<file path="src/rtl/hwpe_stream_tcdm_fifo_credit_if.sv">
// TCDM request/response bundle with master and slave views.
// Used on both sides of hwpe_stream_tcdm_fifo_credit.
interface hwpe_stream_tcdm_fifo_credit_if #(
   parameter int unsigned ADDR_WIDTH = 32,
   parameter int unsigned DATA_WIDTH = 32
);
   localparam int unsigned BE_WIDTH = DATA_WIDTH / 8;

   logic                  req;
   logic                  gnt;
   logic [ADDR_WIDTH-1:0] add;
   logic                  wen;
   logic [BE_WIDTH-1:0]   be;
   logic [DATA_WIDTH-1:0] data;
   logic [DATA_WIDTH-1:0] r_data;
   logic                  r_valid;

   modport master (
      output req, add, wen, be, data,
      input  gnt, r_data, r_valid
   );

   modport slave (
      input  req, add, wen, be, data,
      output gnt, r_data, r_valid
   );
endinterface

</file>
<file path="src/rtl/hwpe_stream_tcdm_fifo_credit.sv">
// Credit-managed TCDM decoupling FIFO: request queue plus credit-reserved response queue.
// Define HWPE_STREAM_TCDM_FIFO_RESP_BYPASS_EN for a same-cycle response bypass.
module hwpe_stream_tcdm_fifo_credit #(
   parameter int unsigned ADDR_WIDTH = 32,
   parameter int unsigned DATA_WIDTH = 32,
   parameter int unsigned REQ_DEPTH  = 4,
   parameter int unsigned RESP_DEPTH = 8
) (
   input  logic                            clk_i,
   input  logic                            rst_ni,
   input  logic                            clear_i,
   input  logic                            ready_i,
   hwpe_stream_tcdm_fifo_credit_if.slave   slv,
   hwpe_stream_tcdm_fifo_credit_if.master  mst,
   output logic [$clog2(RESP_DEPTH+1)-1:0] credit_o,
   output logic [$clog2(REQ_DEPTH+1)-1:0]  req_count_o,
   output logic [$clog2(RESP_DEPTH+1)-1:0] resp_count_o,
   output logic                            empty_o,
   output logic                            err_o
);

   localparam int unsigned BE_WIDTH = DATA_WIDTH / 8;
   localparam int unsigned RQ_AW    = $clog2(REQ_DEPTH);
   localparam int unsigned RQ_CW    = $clog2(REQ_DEPTH + 1);
   localparam int unsigned RS_AW    = $clog2(RESP_DEPTH);
   localparam int unsigned RS_CW    = $clog2(RESP_DEPTH + 1);

   localparam logic [RQ_CW-1:0] RQ_FULL = RQ_CW'(REQ_DEPTH);
   localparam logic [RS_CW-1:0] RS_FULL = RS_CW'(RESP_DEPTH);

   typedef struct packed {
      logic [ADDR_WIDTH-1:0] add;
      logic                  wen;
      logic [BE_WIDTH-1:0]   be;
      logic [DATA_WIDTH-1:0] data;
   } req_t;

   req_t                  req_mem [REQ_DEPTH];
   logic [RQ_AW-1:0]      req_wptr;
   logic [RQ_AW-1:0]      req_rptr;
   logic [RQ_CW-1:0]      req_cnt;

   logic [DATA_WIDTH-1:0] resp_mem [RESP_DEPTH];
   logic [RS_AW-1:0]      resp_wptr;
   logic [RS_AW-1:0]      resp_rptr;
   logic [RS_CW-1:0]      resp_cnt;

   logic [RS_CW-1:0]      outstanding;
   logic [RS_CW-1:0]      drop;
   logic                  err;

   logic                  req_empty;
   logic                  req_full;
   logic                  resp_empty;
   logic                  req_push;
   logic                  req_pop;
   logic                  resp_push;
   logic                  resp_pop;
   logic                  rsp_in;
   logic                  rsp_drop;
   logic                  rsp_take;
   logic                  rsp_err;
   logic                  rsp_late;
   logic                  bypass;
   logic [RS_CW-1:0]      credit;
   req_t                  head;

   always_comb begin
      req_empty  = (req_cnt == '0);
      req_full   = (req_cnt == RQ_FULL);
      resp_empty = (resp_cnt == '0);
      credit     = RS_FULL - outstanding - drop - resp_cnt;
      head       = req_mem[req_rptr];
   end

   // Request side: grant on space, issue only when a response slot is reserved.
   always_comb begin
      slv.gnt  = rst_ni & ~clear_i & ~req_full;
      mst.req  = ~clear_i & ~req_empty & (credit != '0);
      mst.add  = req_empty ? '0 : head.add;
      mst.wen  = req_empty ? 1'b0 : head.wen;
      mst.be   = req_empty ? '0 : head.be;
      mst.data = req_empty ? '0 : head.data;
      req_push = slv.req & slv.gnt;
      req_pop  = mst.req & mst.gnt;
   end

   always_comb begin
      rsp_in   = mst.r_valid;
      rsp_drop = rsp_in & (drop != '0);
      rsp_take = rsp_in & (drop == '0) & (outstanding != '0);
      rsp_err  = rsp_in & (drop == '0) & (outstanding == '0);
      rsp_late = rsp_in & ((drop != '0) | (outstanding != '0));
`ifdef HWPE_STREAM_TCDM_FIFO_RESP_BYPASS_EN
      bypass   = rsp_take & resp_empty & ready_i & ~clear_i;
`else
      bypass   = 1'b0;
`endif
      resp_push   = rsp_take & ~bypass & ~clear_i;
      resp_pop    = ~resp_empty & ready_i;
      slv.r_valid = resp_pop | bypass;
      if (bypass)
         slv.r_data = mst.r_data;
      else if (resp_empty)
         slv.r_data = '0;
      else
         slv.r_data = resp_mem[resp_rptr];
   end

   always_ff @(posedge clk_i) begin
      if (req_push)
         req_mem[req_wptr] <= '{
            add:  slv.add,
            wen:  slv.wen,
            be:   slv.be,
            data: slv.data
         };
   end

   always_ff @(posedge clk_i) begin
      if (resp_push)
         resp_mem[resp_wptr] <= mst.r_data;
   end

   always_ff @(posedge clk_i) begin
      if (!rst_ni) begin
         req_wptr    <= '0;
         req_rptr    <= '0;
         req_cnt     <= '0;
         resp_wptr   <= '0;
         resp_rptr   <= '0;
         resp_cnt    <= '0;
         outstanding <= '0;
         drop        <= '0;
         err         <= 1'b0;
      end else if (clear_i) begin
         req_wptr    <= '0;
         req_rptr    <= '0;
         req_cnt     <= '0;
         resp_wptr   <= '0;
         resp_rptr   <= '0;
         resp_cnt    <= '0;
         // Everything still in flight will come back and must be discarded.
         outstanding <= '0;
         drop        <= drop + outstanding - RS_CW'(rsp_late);
         err         <= 1'b0;
      end else begin
         if (req_push)
            req_wptr <= req_wptr + RQ_AW'(1);
         if (req_pop)
            req_rptr <= req_rptr + RQ_AW'(1);
         req_cnt <= req_cnt + RQ_CW'(req_push) - RQ_CW'(req_pop);
         if (resp_push)
            resp_wptr <= resp_wptr + RS_AW'(1);
         if (resp_pop)
            resp_rptr <= resp_rptr + RS_AW'(1);
         resp_cnt    <= resp_cnt + RS_CW'(resp_push) - RS_CW'(resp_pop);
         outstanding <= outstanding + RS_CW'(req_pop) - RS_CW'(rsp_take);
         drop        <= drop - RS_CW'(rsp_drop);
         if (rsp_err)
            err <= 1'b1;
      end
   end

   assign credit_o     = credit;
   assign req_count_o  = req_cnt;
   assign resp_count_o = resp_cnt;
   assign err_o        = err;
   assign empty_o      = req_empty & resp_empty &
                         (outstanding == '0) & (drop == '0);

endmodule

</file>
<file path="src/flat_wrapper.sv">
// flat-port wrapper written by rule: the top's interface ports become plain ports
module hwpe_stream_tcdm_fifo_credit_flat 
#(
   parameter int unsigned ADDR_WIDTH = 32,
   parameter int unsigned DATA_WIDTH = 32,
   parameter int unsigned REQ_DEPTH  = 4,
   parameter int unsigned RESP_DEPTH = 8
)
  (clk_i, rst_ni, clear_i, ready_i, credit_o, req_count_o, resp_count_o, empty_o, err_o, slv_req, slv_add, slv_wen, slv_be, slv_data, slv_gnt, slv_r_data, slv_r_valid, mst_req, mst_add, mst_wen, mst_be, mst_data, mst_gnt, mst_r_data, mst_r_valid);
  hwpe_stream_tcdm_fifo_credit_if #(.ADDR_WIDTH(ADDR_WIDTH), .DATA_WIDTH(DATA_WIDTH)) slv_i ();
  hwpe_stream_tcdm_fifo_credit_if #(.ADDR_WIDTH(ADDR_WIDTH), .DATA_WIDTH(DATA_WIDTH)) mst_i ();
  input  logic clk_i;
  input  logic rst_ni;
  input  logic clear_i;
  input  logic ready_i;
  output logic [$clog2(RESP_DEPTH+1)-1:0] credit_o;
  output logic [$clog2(REQ_DEPTH+1)-1:0] req_count_o;
  output logic [$clog2(RESP_DEPTH+1)-1:0] resp_count_o;
  output logic empty_o;
  output logic err_o;
  input wire logic [$bits(slv_i.req)-1:0] slv_req;
  input wire logic [$bits(slv_i.add)-1:0] slv_add;
  input wire logic [$bits(slv_i.wen)-1:0] slv_wen;
  input wire logic [$bits(slv_i.be)-1:0] slv_be;
  input wire logic [$bits(slv_i.data)-1:0] slv_data;
  output wire logic [$bits(slv_i.gnt)-1:0] slv_gnt;
  output wire logic [$bits(slv_i.r_data)-1:0] slv_r_data;
  output wire logic [$bits(slv_i.r_valid)-1:0] slv_r_valid;
  output wire logic [$bits(mst_i.req)-1:0] mst_req;
  output wire logic [$bits(mst_i.add)-1:0] mst_add;
  output wire logic [$bits(mst_i.wen)-1:0] mst_wen;
  output wire logic [$bits(mst_i.be)-1:0] mst_be;
  output wire logic [$bits(mst_i.data)-1:0] mst_data;
  input wire logic [$bits(mst_i.gnt)-1:0] mst_gnt;
  input wire logic [$bits(mst_i.r_data)-1:0] mst_r_data;
  input wire logic [$bits(mst_i.r_valid)-1:0] mst_r_valid;
  assign slv_i.req = slv_req;
  assign slv_i.add = slv_add;
  assign slv_i.wen = slv_wen;
  assign slv_i.be = slv_be;
  assign slv_i.data = slv_data;
  assign slv_gnt = slv_i.gnt;
  assign slv_r_data = slv_i.r_data;
  assign slv_r_valid = slv_i.r_valid;
  assign mst_req = mst_i.req;
  assign mst_add = mst_i.add;
  assign mst_wen = mst_i.wen;
  assign mst_be = mst_i.be;
  assign mst_data = mst_i.data;
  assign mst_i.gnt = mst_gnt;
  assign mst_i.r_data = mst_r_data;
  assign mst_i.r_valid = mst_r_valid;
  hwpe_stream_tcdm_fifo_credit #(.ADDR_WIDTH(ADDR_WIDTH), .DATA_WIDTH(DATA_WIDTH), .REQ_DEPTH(REQ_DEPTH), .RESP_DEPTH(RESP_DEPTH)) u_core (.clk_i(clk_i), .rst_ni(rst_ni), .clear_i(clear_i), .ready_i(ready_i), .slv(slv_i), .mst(mst_i), .credit_o(credit_o), .req_count_o(req_count_o), .resp_count_o(resp_count_o), .empty_o(empty_o), .err_o(err_o));
endmodule
</file>
<file path="config.mk">
export PLATFORM = sky130hd
export DESIGN_NAME = hwpe_stream_tcdm_fifo_credit_flat
export DESIGN_NICKNAME = d
export VERILOG_FILES = /design/src/rtl/hwpe_stream_tcdm_fifo_credit_if.sv /design/src/rtl/hwpe_stream_tcdm_fifo_credit.sv /design/src/flat_wrapper.sv
export SDC_FILE = /design/constraint.sdc
export NUM_CORES = 1
export LEC_CHECK = 0
export ABC_CLOCK_PERIOD_IN_PS = 8450
export CORE_MARGIN = 2
export CORE_UTILIZATION = 50
export DETAILED_ROUTE_END_ITERATION = 8
export GPL_TIMING_DRIVEN = 0
export PLACE_DENSITY_LB_ADDON = 0.1
export SLEW_MARGIN = 20
export SYNTH_ARGS = -nofsm -noshare
export SYNTH_HDL_FRONTEND = slang
export SYNTH_SLANG_ARGS = --single-unit
</file>
<file path="constraint.sdc">
create_clock -name clk_i -period 8.45 [get_ports clk_i]
set_input_delay 1.2675 -clock clk_i [delete_from_list [all_inputs] [get_ports clk_i]]
set_output_delay 1.2675 -clock clk_i [all_outputs]
set_load 0.02 [all_outputs]
</file>
==> results of run 1 <==
how the worst min path moves through the flow:
stage / startpoint / to / cells after the start
6_report: u_core.err_o / u_core.err_o / 2
4_1_cts: u_core.err_o / u_core.err_o / 2
5_1_grt: u_core.req_rptr[1] / u_core.req_rptr[1] / 2
3_3_place_gp: u_core.err_o / u_core.err_o / 2
2_1_floorplan: u_core.req_rptr[1] / flop / 2
3_5_place_dp: u_core.err_o / u_core.err_o / 2
power groups by stage:
stage	clock network, uW	logic [uW]	registers [uW]
6_report	2410	1170	3100
5_1_grt	2580	1270	3100
4_1_cts	2470	1200	3100
3_5_place_dp	0	1190	3160
3_3_place_gp	0	1180	3160
2_1_floorplan	0	666	3160
layer usage:
layer	vias to the layer above	wire (um)	track usage
met5	-	37	0
met4	6	715	0.0521
met3	56	3100	0.0567
met2	261	22600	0.333
met1	5533	18600	0.259
li1	4865	-	-
registers in the layout, summed over array words and instances (netlist names), named ones only:
register,cells
u_core.req_count_o,3
u_core.err_o,1
u_core.req_mem,276
u_core.resp_mem,256
u_core.outstanding,4
u_core.req_rptr,2
u_core.resp_count_o,4
u_core.req_wptr,2
u_core.resp_rptr,3
u_core.resp_wptr,3
u_core.drop,4
cell type report:
class	instances	area share
clock inverters	31	0.0109
repair buffers	246	0.0973
flip-flops and latches	563	0.608
multi-input cells	422	0.191
inverters	32	0.00440
plain buffers	50	0.00747
clock buffers	69	0.0542
well taps	585	0.0268
diodes	1	0.0000916
metrics by stage:
step,instance area (um^2),power (uW)
final,27300,6680
after global routing,27300,6950
after CTS,27300,6770
after detailed placement,25500,4350
after global placement,25000,4340
after floorplan,22100,3830
placed cells by master, fill, tap and decap left out, drive strengths merged, types with 3 or more instances in the layout:
cell,n
dfxtp,31
o21ai,6
bufinv,5
mux4,133
nor3,4
edfxtp,532
inv,36
nor2,57
xor2,6
fa,5
a21oi,6
clkbuf,101
ha,33
nand2b,6
mux2i,37
nand2,8
xnor2,12
buf,40
or3,4
nor2b,70
and3,3
clkdlybuf4s50,224
and2,11
clkinv,21
cell families (layout without fill, tap and decap cells):
kind of cell / after synthesis / in the layout / synth area share
compound gates: 24 / 24 / 0.00771
xor+xnor: 19 / 19 / 0.00856
fa+ha+maj: 38 / 38 / 0.0232
buf+inv: 82 / 428 / 0.0147
flops: 563 / 563 / 0.752
mux: 170 / 170 / 0.152
other cells: 0 / 1 / 0
simple gates: 171 / 171 / 0.0414
critical path: stages, from the launching register on:
cell	delay, ns
dfxtp_1	0.43
inv_1	0.13
ha_1	0.37
xor2_1	0.17
ha_1	0.28
ha_1	0.21
fa_1	0.45
xnor2_1	0.16
xnor3_2	0.34
a211oi_1	0.33
clkdlybuf4s50_1	0.67
==> impl_metrics.json, run 1 <==
{
  "status": "complete, no violations",
  "placed_cells_incl_taps": 1898,
  "grt_pass1_vias": 11500,
  "grt_max_degree": 46,
  "power.internal_uw": 5020,
  "die_area_mm2": 0.0458,
  "synth_top_area_share": 0.724,
  "grt_overflow": 0,
  "seqPwrFrac": 0.464,
  "yosysUniqueCellTypes": 39,
  "syn_area_mm2": 0.0221,
  "portBuffers": 224,
  "routed_via_density": 5.36,
  "r2r_cells": 17,
  "hpwlAfterDp_mm": 29.1,
  "critPathArrivalTime_ns": 4.14,
  "cts_resized": 0,
  "synth_area_leaders": "edfxtp_1 72%, mux4_2 14%, dfxtp_1 2.8%, nor2b_1 2.0%, ha_1 1.9%",
  "hold_viol_final": 0,
  "maxCapViolCount": 0,
  "synth_most_common_cell": "edfxtp_1",
  "place.gp.congestion": 0.731,
  "maxSlewHeadroom": 0.382,
  "syn_avg_cell_area_um2": 20.7,
  "drt_wl_total_mm": 45.0,
  "netSwitchingPower_uw": 1670,
  "worstMarginPinSlew_ns": 0.926,
  "path_class": "reg -> out",
  "synthArstFlopShare": 0,
  "period_share": 0.640,
  "antenna_found_initial": 4,
  "fp.dieW_um": 214,
  "grtUsageTotal": 0.199,
  "synth_edf_count": 532,
  "switching_share": 0.249,
  "wl_per_cell_um": 22.5,
  "place_ws_ns": 3.66,
  "grt_pass1_wl_mm": 68.9,
  "synth_common_cells": "532 x edfxtp_1, 133 x mux4_2, 70 x nor2b_1",
  "r2r-start": "u_core.outstanding[1]",
  "cts_sinks": 563,
  "seq_area_mm2": 0.0166,
  "layout-drive-gt1-share": 0.188,
  "drt_iter0_markers": 700,
  "min_path_type": "reg -> reg",
  "final_core_util": 0.630,
  "ys_seq_area_frac": 0.752,
  "area_growth_pct": 23.8,
  "final_max_slew_viol_count": 0,
  "yosysWarnings": 0,
  "drc": 0,
  "rsz0062_at_grt": "false",
  "end_kind": "output port",
  "fin_worst_skew_ns": 0.0219,
  "initial_utilization": 0.509,
  "vdd_ir_drop_max_v": 0.000186,
  "cp-endpoint": "mst_req",
  "drtPass1Iterations": 5,
  "post_cts_buffers": 0,
  "setup_slack_ns": 3.05,
  "num_vias": 10700,
  "synth_fp_nets": 1213,
  "reg2reg_slack_ns": 3.91,
  "multi_input_area_mm2": 0.00522,
  "core_area_mm2": 0.0434,
  "fin_setup_tns_ns": 0,
  "yosys.area.top_type": "edfxtp_1",
  "fin_crit_ns": 5.40,
  "cp-start-kind": "flop",
  "fill_cells": 3107,
  "fin_hold_ws_ns": 0.478,
  "cts_buffers": 56,
  "cp_max_fo": 5,
  "syn_inst": 1067,
  "powerDensity_mw_per_mm2": 245,
  "cts-root-buf": "clkbuf_16",
  "ios": 225,
  "setup_viol": 0,
  "fmax_mhz": 185,
  "clock_latency_ns": 0.60,
  "die_height_um": 214,
  "htree_levels": 2,
  "rows": 76,
  "clkPwrFrac": 0.360,
  "p_leak_uw": 0.00856,
  "nNetsFinal": 1517,
  "cts_tree": "done",
  "synth_seq_cells": 563,
  "final_antenna_net_count": 0,
  "r2r-end": "u_core.req_count_o[2]",
  "layout.cells.non_filler": 1999,
  "comb_power_share": 0.176,
  "crit_start": "u_core.outstanding[1]",
  "cp.required_ns": 7.18,
  "ctsHoldBuffers": 0,
  "ys.flop_type": "edfxtp_1",
  "clkTransAtPathRegs_ns": 0.06,
  "clockBufferDepth": 3
}
Note: power is estimated with default switching activity, not from simulation.
==> run 2, diff against run 1 <==
--- a/config.mk
+++ b/config.mk
@@ -5,7 +5,7 @@
 export SDC_FILE = /design/constraint.sdc
 export NUM_CORES = 1
 export LEC_CHECK = 0
-export ABC_CLOCK_PERIOD_IN_PS = 8450
+export ABC_CLOCK_PERIOD_IN_PS = 4600
 export CORE_MARGIN = 2
 export CORE_UTILIZATION = 50
 export DETAILED_ROUTE_END_ITERATION = 8
==> constraint.sdc (replaced) <==
create_clock -name clk_i -period 4.6 [get_ports clk_i]
set_input_delay 0.69 -clock clk_i [delete_from_list [all_inputs] [get_ports clk_i]]
set_output_delay 0.69 -clock clk_i [all_outputs]
set_load 0.02 [all_outputs]
==> impl_metrics.json, run 2 (same netlist as run 1, synthesis figures left out) <==
{
  "portBuffers": 224,
  "rows": 76,
  "cts_buffers": 56,
  "layout-drive-gt1-share": 0.192,
  "area_growth_pct": 23.8,
  "drt_wl_total_mm": 45.0,
  "cts_tree": "done",
  "drtPass1Iterations": 5,
  "switching_share": 0.250,
  "powerDensity_mw_per_mm2": 449,
  "fp.dieW_um": 214,
  "end_kind": "output port",
  "grt_pass1_wl_mm": 68.9,
  "ios": 225,
  "top_regs": "u_core.req_mem x276, u_core.resp_mem x256",
  "hpwlAfterDp_mm": 29.1,
  "rsz0062_at_grt": "false",
  "final_max_slew_viol_count": 0,
  "maxCapViolCount": 0,
  "min_path_type": "reg -> reg",
  "seqPwrFrac": 0.464,
  "final_common_cell": "edfxtp_1",
  "place.gp.congestion": 0.731,
  "netSwitchingPower_uw": 3070,
  "worstMarginPinSlew_ns": 0.928,
  "cts_sinks": 563,
  "dpl_cell_area_mm2": 0.0255,
  "clkTransAtPathRegs_ns": 0.06,
  "finalInstanceArea_mm2": 0.0273,
  "path_class": "reg -> out",
  "num_vias": 10700,
  "crit_start": "u_core.outstanding[1]",
  "cp_max_fo": 5,
  "critPathArrivalTime_ns": 3.60,
  "maxSlewHeadroom": 0.381,
  "hp-start": "u_core.err_o",
  "drc": 0,
  "cp-start-kind": "flop",
  "top_register": "u_core.req_mem",
  "fin_worst_skew_ns": 0.0234,
  "p_leak_uw": 0.00858,
  "clockBufferDepth": 3,
  "fmax_mhz": 233,
  "grtUsageTotal": 0.199,
  "clock_latency_ns": 0.60,
  "initial_utilization": 0.509,
  "cts-root-buf": "clkbuf_16",
  "final_cell_mix": "532 x edfxtp_1, 222 x clkdlybuf4s50_1, 133 x mux4_2",
  "fin_hold_ws_ns": 0.478,
  "largest_register_ffs": 276,
  "grt_pass1_vias": 11500,
  "vdd_ir_drop_max_v": 0.000342,
  "period_share": 0.932,
  "cp.required_ns": 3.91,
  "power.internal_uw": 9210,
  "drt_iter0_markers": 685,
  "antenna_found_initial": 4,
  "nNetsFinal": 1518,
  "comb_power_share": 0.175,
  "die_area_mm2": 0.0458,
  "fin_crit_ns": 4.29,
  "clkPwrFrac": 0.361,
  "htree_levels": 2,
  "grt_max_degree": 46,
  "routed_via_density": 5.35,
  "setup_viol": 0,
  "final_antenna_net_count": 0,
  "r2r-start": "u_core.outstanding[1]",
  "grt_overflow": 0,
  "hold_viol_final": 0,
  "status": "complete, no violations",
  "wl_per_cell_um": 22.5,
  "core_area_mm2": 0.0434,
  "die_height_um": 214
}
run 2: changes by cell type in the layout (fill, tap and decap cells not counted):
cell / before / now
dfxtp_2: 0 / 1
buf_4: 5 / 6
clkdlybuf4s50_1: 224 / 222
clkbuf_1: 43 / 42
ha_1: 33 / 32
dfxtp_1: 31 / 30
ha_2: 0 / 1
clkbuf_2: 0 / 2
dlymetal6s2s_1: 0 / 1
run 2: area by class of cell:
cell class,count,area (um^2)
timing repair buffer,247,2660
multi-input combinational,422,5220
inverter,32,120
tap,585,732
buffer,50,205
sequential,563,16600
fill,3105,16000
antenna,1,2.50
clock inverter,31,298
clock buffer,69,1480
run 2: timing repair:
item,CTS,global route
hold buffers,0,0
endpoints found under the setup margin,1,4
pin swaps,0,1
buffers inserted,0,1
gates cloned,0,0
gates resized for setup,1,8
run 2: critical path, cell delays in order (launching register included):
cell	delay (ns)
dfxtp_2	0.38
inv_1	0.10
ha_2	0.39
xor2_1	0.16
ha_1	0.25
ha_1	0.21
fa_1	0.45
xnor2_1	0.16
xnor3_2	0.34
a211oi_1	0.32
clkbuf_2	0.23
run 2: path summary, 6_finish.rpt:
check | end | cells after the start | slack (ns)
max | mst_req | 10 | 0.31
min | u_core.err_o | 2 | 0.48
max reg2reg | u_core.req_count_o[2] | 17 | 0.39
min reg2reg | u_core.err_o | 2 | 0.48
run 2: metrics by stage:
| stage | total power (uW) | setup WS [ns] | setup TNS (ns) | instances | util |
|---|---|---|---|---|---|
| floorplan | 7040 | 0.450 | 0 | 1067 | - |
| global placement | 7970 | -2.41 | -605.13 | 1876 | 0.578 |
| detailed placement | 7990 | 0.0681 | 0 | 1898 | 0.589 |
| CTS | 12400 | 0.00664 | 0 | 1998 | 0.630 |
| global route | 12800 | 0.0898 | 0 | 1999 | 0.630 |
| finish | 12300 | 0.313 | 0 | 2000 | 0.630 |
run 2: power by group through the flow:
stage          Combinational [uW]  Sequential [uW]  Clock, uW
4_1_cts                      2200             5700       4540
3_3_place_gp                 2170             5810          0
3_5_place_dp                 2180             5800          0
2_1_floorplan                1220             5810          0
6_report                     2150             5700       4430
5_1_grt                      2330             5700       4740
run 2: layer usage:
metal,GRT usage,vias up,wire length (um)
met5,0,-,37
met1,0.259,5525,18600
li1,-,4867,-
met3,0.0567,53,3030
met4,0.0521,6,692
met2,0.333,247,22700
==> run 3, diff against run 2 <==
--- a/config.mk
+++ b/config.mk
@@ -6,8 +6,8 @@
 export NUM_CORES = 1
 export LEC_CHECK = 0
 export ABC_CLOCK_PERIOD_IN_PS = 4600
-export CORE_MARGIN = 2
 export CORE_UTILIZATION = 50
+export CTS_CLUSTER_SIZE = 8
 export DETAILED_ROUTE_END_ITERATION = 8
 export GPL_TIMING_DRIVEN = 0
 export PLACE_DENSITY_LB_ADDON = 0.1
==> impl_metrics.json, run 3 (same netlist as run 1, synthesis figures left out) <==
{
  "maxSlewHeadroom": 0.361,
  "reg2reg_slack_ns": 0.25,
  "vdd_ir_drop_max_v": 0.000509,
  "drt_iter0_markers": 664,
  "final_max_slew_viol_count": 0,
  "drc": 0,
  "cp.required_ns": 3.91,
  "wl_per_cell_um": 22.5,
  "min_path_type": "reg -> reg",
  "ios": 225,
  "clock_latency_ns": 0.59,
  "multi_input_area_mm2": 0.00522,
  "drt_wl_total_mm": 45.2,
  "cp_cell_sequence": "inv_1 > ha_2 > xor2_1 > ha_1 > ha_1 > fa_1 > xnor2_1 > xnor3_2 > a211oi_1 > clkdlybuf4s15_1",
  "critPathArrivalTime_ns": 3.70,
  "cp.buffers_inverters": 2,
  "powerDensity_mw_per_mm2": 475,
  "cpMostUsedCell": "ha_1",
  "final_core_util": 0.640,
  "ctsHoldBuffers": 0,
  "final_common_cell": "edfxtp_1",
  "grt_pass1_wl_mm": 68.5,
  "grt_overflow": 0,
  "nNetsFinal": 1542,
  "cp-start-kind": "flop",
  "setup_viol": 0,
  "cp_max_fo": 5,
  "fin_hold_ws_ns": 0.470,
  "p_leak_uw": 0.00874,
  "rows": 76,
  "final_cell_mix": "532 x edfxtp_1, 222 x clkdlybuf4s50_1, 133 x mux4_2",
  "final_antenna_net_count": 0,
  "place.gp.congestion": 0.742,
  "num_vias": 10900,
  "hpwlAfterDp_mm": 28.7,
  "top_regs": "u_core.req_mem x276, u_core.resp_mem x256",
  "initial_utilization": 0.510,
  "core_area_mm2": 0.0433,
  "die_height_um": 212,
  "clkTransAtPathRegs_ns": 0.05,
  "area_growth_pct": 25.5,
  "rsz0062_at_grt": "false",
  "portBuffers": 224,
  "crit_family": "adder cells",
  "seq_area_mm2": 0.0166,
  "fp.dieW_um": 212,
  "htree_levels": 3,
  "antenna_found_initial": 3,
  "worstMarginPinSlew_ns": 0.958,
  "critPathSlowestCell": "fa_1",
  "fmax_mhz": 228,
  "fin_worst_skew_ns": 0.0157,
  "fin_crit_ns": 4.39,
  "largest_register_ffs": 276,
  "fill_cells": 3026,
  "die_area_mm2": 0.0450,
  "routed_via_density": 5.42,
  "path_class": "reg -> out",
  "period_share": 0.953,
  "drtPass1Iterations": 5,
  "cts-root-buf": "clkbuf_16",
  "slowest_delay_ns": 0.45,
  "grt_pass1_vias": 11500,
  "cts_sinks": 563,
  "layout-drive-gt1-share": 0.195,
  "status": "complete, no violations",
  "cts_buffers": 80,
  "cts_tree": "done",
  "hold_viol_final": 0,
  "grt_max_degree": 41,
  "setup_slack_ns": 0.214,
  "place_ws_ns": -0.00731,
  "end_kind": "output port",
  "top_register": "u_core.req_mem",
  "maxCapViolCount": 0,
  "grtUsageTotal": 0.208,
  "clockBufferDepth": 3
}
[run 3: cell count changes in the layout (fill, tap and decap cells not counted), sizes merged]
cell	previous run	this run
dlygate4sd2	0	1
clkbuf	102	135
dlymetal6s2s	1	0
diode	1	2
clkinv	21	3
clkinvlp	1	0
inv	36	34
clkdlybuf4s15	0	1
bufinv	5	1
[run 3: cell type report]
type,instances,area share
Tap cell,585,0.0264
Clock inverter,6,0.00397
Buffer,50,0.00736
Timing Repair Buffer,247,0.0931
Multi-Input combinational cell,422,0.189
Inverter,32,0.00434
Clock buffer,103,0.0769
Sequential cell,563,0.599
Antenna cell,2,0.000181
[run 3: metal layers]
layer	wire length (um)	GRT usage
met3	3000	0.0566
met1	18600	0.264
met5	29	0
met2	22600	0.346
met4	930	0.0720
[run 3: final timing paths]
kind / start / end / cells past startpoint
worst min register to register: u_core.req_rptr[1] / flop / 2
worst max register to register: u_core.outstanding[1] / u_core.req_count_o[2] / 17
worst max-delay path: u_core.outstanding[1] / mst_req / 10
worst min-delay path: u_core.req_rptr[1] / flop / 2
[run 3: worst min-delay path, cell delays in order (launching register included)]
cell and delay, ns:
dfxtp_1 0.30, nand2_1 0.05, mux2i_1 0.07
[run 3: power by group]
part           internal [uW]  switching, uW  total (uW)
sequential              5670           35.4        5710
clock                   3250           2000        5260
combinational           1010           1190        2200
[run 3: stage by stage]
step / power, uW / setup TNS [ns] / instances / cell area, um^2
3_5_place_dp: 8020 / -0.00731 / 1897 / 25400
6_report: 13200 / 0 / 2010 / 27700
4_1_cts: 13300 / 0 / 2006 / 27700
5_1_grt: 13700 / 0 / 2008 / 27700
2_1_floorplan: 7040 / 0 / 1067 / 22100
3_3_place_gp: 8000 / -594.92 / 1876 / 25000
[run 3: timing repair]
item	4_1_cts	5_1_grt
buffers inserted	0	2
setup endpoints to repair	3	2
pin swaps	1	1
gates resized for setup	2	3
